## config.mk

```make
export PLATFORM = sky130hd
export DESIGN_NAME = stack_drain
export DESIGN_NICKNAME = d
export VERILOG_FILES = /design/src/rtl/stack_drain.sv
export SDC_FILE = /design/constraint.sdc
export NUM_CORES = 1
export LEC_CHECK = 0
export ABC_CLOCK_PERIOD_IN_PS = 3250
export CORE_UTILIZATION = 50
export DETAILED_ROUTE_END_ITERATION = 8
export PLACE_DENSITY = 0.78
export SKIP_LAST_GASP = 1
export SLEW_MARGIN = 20
export SYNTH_ARGS = -nofsm -noshare
export SYNTH_HDL_FRONTEND = slang
export SYNTH_SLANG_ARGS = --single-unit
```

## constraint.sdc

```tcl
create_clock -name clk -period 3.25 [get_ports clk]
set_clock_uncertainty 0.2 [all_clocks]
set_input_delay 0.65 -clock clk [delete_from_list [all_inputs] [get_ports clk]]
set_output_delay 0.65 -clock clk [all_outputs]
set_load 0.005 [all_outputs]
```

## src/rtl/stack_drain.sv

```systemverilog
// rtl/stack_drain.sv - pop-side sequencer draining up to count items from a LIFO stack
// Pops one word at a time, holds it on a valid/ready output, stops early if the stack empties.
module stack_drain #(
  parameter int WIDTH = 4,
  parameter int DEPTH = 8,
  localparam int CW = $clog2(DEPTH + 1)
) (
  input  logic             clk,
  input  logic             rst,
  input  logic             start,
  input  logic [CW-1:0]    count,
  input  logic             stk_empty,
  input  logic [WIDTH-1:0] stk_data,
  output logic             stk_pop,
  output logic             stk_push,
  output logic [WIDTH-1:0] out_data,
  output logic             out_valid,
  input  logic             out_ready,
  output logic             busy,
  output logic             done,
  output logic             short,
  output logic [CW-1:0]    drained
);

  typedef enum logic [2:0] {
    IDLE  = 3'd0,
    CHECK = 3'd1,
    POP   = 3'd2,
    CAP   = 3'd3,
    OUT   = 3'd4,
    DONE  = 3'd5
  } state_t;

  state_t        state;
  logic [CW-1:0] remain;

  assign stk_push = 1'b0;

  // All outputs are registered; each is set on the edge that enters its state.
  always_ff @(posedge clk) begin
    if (rst) begin
      state     <= IDLE;
      remain    <= '0;
      stk_pop   <= 1'b0;
      out_valid <= 1'b0;
      out_data  <= '0;
      busy      <= 1'b0;
      done      <= 1'b0;
      short     <= 1'b0;
      drained   <= '0;
    end else begin
      stk_pop <= 1'b0;
      done    <= 1'b0;
      case (state)
        IDLE: begin
          if (start) begin
            short   <= 1'b0;
            drained <= '0;
            busy    <= 1'b1;
            if (count == '0) begin
              done  <= 1'b1;
              state <= DONE;
            end else begin
              remain <= count;
              state  <= CHECK;
            end
          end
        end
        CHECK: begin
          if (remain == '0) begin
            done  <= 1'b1;
            state <= DONE;
          end else if (stk_empty) begin
            short <= 1'b1;
            done  <= 1'b1;
            state <= DONE;
          end else begin
            stk_pop <= 1'b1;
            state   <= POP;
          end
        end
        POP: begin
          remain <= remain - 1'b1;
          state  <= CAP;
        end
        CAP: begin
          // The stack presents the popped word one cycle after the pop edge.
          out_data  <= stk_data;
          out_valid <= 1'b1;
          state     <= OUT;
        end
        OUT: begin
          if (out_ready) begin
            out_valid <= 1'b0;
            drained   <= drained + 1'b1;
            state     <= CHECK;
          end
        end
        DONE: begin
          busy  <= 1'b0;
          state <= IDLE;
        end
        default: begin
          busy  <= 1'b0;
          state <= IDLE;
        end
      endcase
    end
  end

endmodule

```

* After elaboration in Yosys (flattened, before gate mapping) *
Cells that the tools add are included.
Widths: inputs -> output; s select.

storage, ports and cells
  register bits after elaboration = 20
  input port bits = 13
  output and inout bits = 14
  logic and storage cells = 63

cells by class
  $add $sub $neg = 2
  equality and inequality tests = 9
  multiplexer cells = 26
  bitwise gates (word level) = 2
  reduce and logical (&&, ||, !) cells = 15

operators by type and width
  operator             count
  $mux 4               4
  $pmux 4 s2           2
  $mux 3               5
  $pmux 3 s5           1
  $mux 1               10
  $ne 2x2->1 const B   5
  $logic_not 4->1      2
  $pmux 1 s2           4
  $reduce_bool 2->1    4
  $eq 3x2->1 const B   2
  $reduce_and 2->1     3
  $reduce_and 3->1     2
  $add 4x1->4 const B  1
  $reduce_and 4->1     1
  $reduce_or 4->1      1
  $sub 4x1->4 const B  1
  $eq 3x1->1 const B   1
  $eq 3x3->1 const B   1
  $logic_not 3->1      1
  $reduce_or 3->1      1
  $not 1->1            2

* Logic depth before layout (Yosys ltp) *
  word-level depth = 4
  depth in mapped cells = 5
  depth with buffers taken out = 5

* Worst setup path after synthesis *
No wires, ideal clock.

  path kind = input to register
  from = input port start
  to = register remain[3]
  setup time = 0.132 ns
  data arrival time = 1.441 ns
  data required time = 2.918 ns
  slack = 1.476 ns
  stages on the path = 4
  path buffers = 1
  cell sequence = or4b_1 -> buf_2 -> o221ai_1 -> a21oi_1

on the way
  cells in the longest elaborated chain, start to end = 2

ends and longest elaborated chain
  element                     line  source
  start: declaration          10    input logic start,
  $ne 2x2->1 (no line)        -
  $reduce_and 3->1 (no line)  -
  end signal: assignment      64    remain <= count;
  end signal: assignment      83    remain <= remain - 1'b1;
  end: declaration            35    logic [CW-1:0] remain;

No other way between the ends.
A chain may end at the register's enable or synchronous reset.

* Worst setup path after layout *
  from = input port count[0]
  to = register remain[0]

on the way
  cells in the longest elaborated chain, start to end = 3
  elaborated cells on any way between the ends = 6
  classes of those cells = eq/ne: 1; mux: 3; reduce/logical: 2

ends and longest elaborated chain
  element                                                   line  source
  start: declaration                                        11    input logic [CW-1:0] count,
  $logic_not 4->1 or $mux 4 (tied branches)                 60    if (count == '0) begin
  $ne 2x2->1 (no line) or $mux 4 (tied branches)            -
  $reduce_and 3->1 (no line) or $pmux 4 s2 (tied branches)  -

Several ways; a longest one is shown, not always the timed one. The select of a mux whose other input is x is not followed.

==> metrics.txt <==
run status=finished, final reports clean; Worst-path clk slew=120 ps; Initial DRC Count=57; Pint=0.0004545 W; Pwr Total=0.0006284 W; drt drc=0; Total GRT Usage=24.05%; reg2reg start=state[1]; detailed-route vias per instance=6.055; NetSw=0.0001739 W; Max Root-Sink Buffers=2; Worst Setup EP=remain[0]; PD cells=479.7 mW/mm²; fraction of layout cells with a size suffix above 1=6.475%; I/O Buffers=25; CTS tree=done; Post-synth EDFFs=0; worst-path maximum fanout=6; antenna violations before repair=0; Core Footprint=0.001821 mm²; CTS buffer count=3; part of the power in registers=46.6%; final setup violation count=0; WP data arrival=2260 ps; worst path cell trace=clkdlybuf4s50_1 -> nor4_2 -> o31ai_1 -> a211oi_1; Synth Area per Inst=8.621 µm²; startpoint types=input pin; Antenna Cells=0; Setup crit start=count[0]; Setup TNS=0 ps; Routability Congestion=0.8170; Util after Layout=71.96%; Max Fclk=441.0 MHz; syn_nets=133; Final Hold Vio Count=0; clk root buf=clkbuf_4; Resized cells post-CTS=0; first-pass GRT wire length=3615 µm; CTS sink cnt=20; sequential fraction of the synthesis area=39.36%; Slew HR=59.00%; WL/cell=14.54 µm; Die ar.=0.002219 mm²; cells on worst reg2reg path=3; r2r endpoint=remain[3]; site row count=15; die height=47.11 µm; I/O pin cnt=27; DRT antenna net count=0; RSZ-0062 raised after global routing=no; HP Class=reg -> reg; switching share of power=27.67%; Vias=993; number of register bits inferred by synthesis=20; H-tree lvl count=1; Die W=47.11 µm; Pre-Repair DR Iteration Count=4; grt total ovfl=0; yosys warns=0; later-pin clock latency in the skew report=300 ps; peak supply drop=0.0004351 V; Gate power share=21.1%; fin. max-slew vios=0; Syn Inst Count=118; hold path depth=2; Synth cell types=41; Routed Wire Length=2384 µm; slowest CP cell=nor4_2; P&R area growth vs syn=28.78%; largest net degree at the start of global routing=20; layout net count=155; Final period util=69.77%; post-DP HPWL=1590 µm; Main synth FF type=dfxtp_1; Tmin final=2268 ps; Mapped Area=0.001017 mm²; Async SR Flop Fraction=0%; slew at the pin closest to its max-slew limit=609.9 ps; vias in the first global route=753; maxcap violations=0; P_leak=0.4489 nW; Post-CTS Hold Fix Bufs=0; post-CTS setup buffers=0; CP Capture Type=register; Worst Path Required=3240 ps; Crit path largest cell delay=610 ps; Clock power frac=32.3%; Worst R2R Setup Slack=1290 ps; CP Class=in -> reg; starting density of the core=55.88%
## cell usage in the layout, fill, tap and decap left out, drive strengths merged, types with 3 or more instances in the layout
cell type and instances:
clkdlybuf4s50 25, dfxtp 20, a21oi 12, inv 7, nor2 6, nand2 6, nand3 6, o21ai 5
nor3 4, nor3b 3, nand3b 3, clkbuf 3
## area by class of cell
type,count,area (µm²)
Clock buffer,3,22.52
Clock inverter,1,30.03
Fill cell,158,510.5
Inverter,7,26.28
Multi-Input combinational cell,82,541.8
Sequential cell,20,400.4
Tap cell,25,31.28
Timing Repair Buffer,26,257.7
## per-layer routing
layer	vias to the layer above	wire length, µm	track usage, %
li1	478	-	-
met1	461	1039	35.53
met2	46	1160	34.72
met3	8	135	3.462
met4	0	48	10.29
met5	-	0	0
## through the flow
stage / worst slack [ps] / hold slack (ps) / instances / instance area, µm²
after floorplan: 1476 / 248.3 / 118 / 1017
after global placement: 825.9 / 241.8 / 160 / 1257
after detailed placement: 771.9 / 246.3 / 160 / 1257
after CTS: 1013 / 263.2 / 164 / 1310
after global routing: 942.6 / 283.9 / 164 / 1310
final: 982.5 / 261.6 / 164 / 1310
## sequential cells by signal, summed over array words and instances, names as in the netlist
| signal | cells |
|---|---|
| busy | 1 |
| remain | 4 |
| drained | 4 |
| short | 1 |
| out_valid | 1 |
| state | 3 |
| out_data | 4 |
| done | 1 |
| stk_pop | 1 |
## worst min-delay path by stage
stage | from | to
2_1_floorplan | short | short
3_3_place_gp | out_data[3] | out_data[3]
3_5_place_dp | out_data[0] | out_data[0]
4_1_cts | out_data[0] | out_data[0]
5_1_grt | out_data[0] | out_data[0]
6_report | out_data[0] | out_data[0]
## cells in the mapped netlist (all sizes together), types with 3 or more instances
master  number  area share [%]
dfxtp       20              39
a21oi       12             5.9
inv          7             2.6
nand2        6             2.2
nand3        6             3.0
nor2         6             2.2
buf          5             3.3
o21ai        5             2.5
clkbuf       4             1.5
nor3         4             2.0
nand3b       3             2.2
nor3b        3             2.2
## cells by family (layout without fill, tap and decap cells)
logic type / count (synthesis) / after routing / share of synthesized area [%]
AND/OR/NAND/NOR: 46 / 46 / 28.78
AO/OA/AOI/OAI: 32 / 32 / 20.54
flip-flops: 20 / 20 / 39.36
buffers and inverters: 16 / 37 / 7.380
adder cells (fa/ha/maj): 2 / 2 / 2.460
other: 1 / 1 / 0.3686
multiplexers: 1 / 1 / 1.107
## power groups by stage
stage	Sequential, W	Combinational (W)	Clock, W
3_5_place_dp	0.000296	0.000128	0
3_3_place_gp	0.000296	0.000125	0
5_1_grt	0.000297	0.000146	0.000218
4_1_cts	0.000292	0.000131	0.000209
6_report	0.000293	0.000133	0.000203
2_1_floorplan	0.000279	0.0000997	0
## worst max-delay path: cells and delay by family
family                 cells  cell delay, ps
and+or+nand+nor            1             610
buffers and inverters      1             480
AOI/OAI and AO/OA          2             510
(Power assumes the default switching activity.)
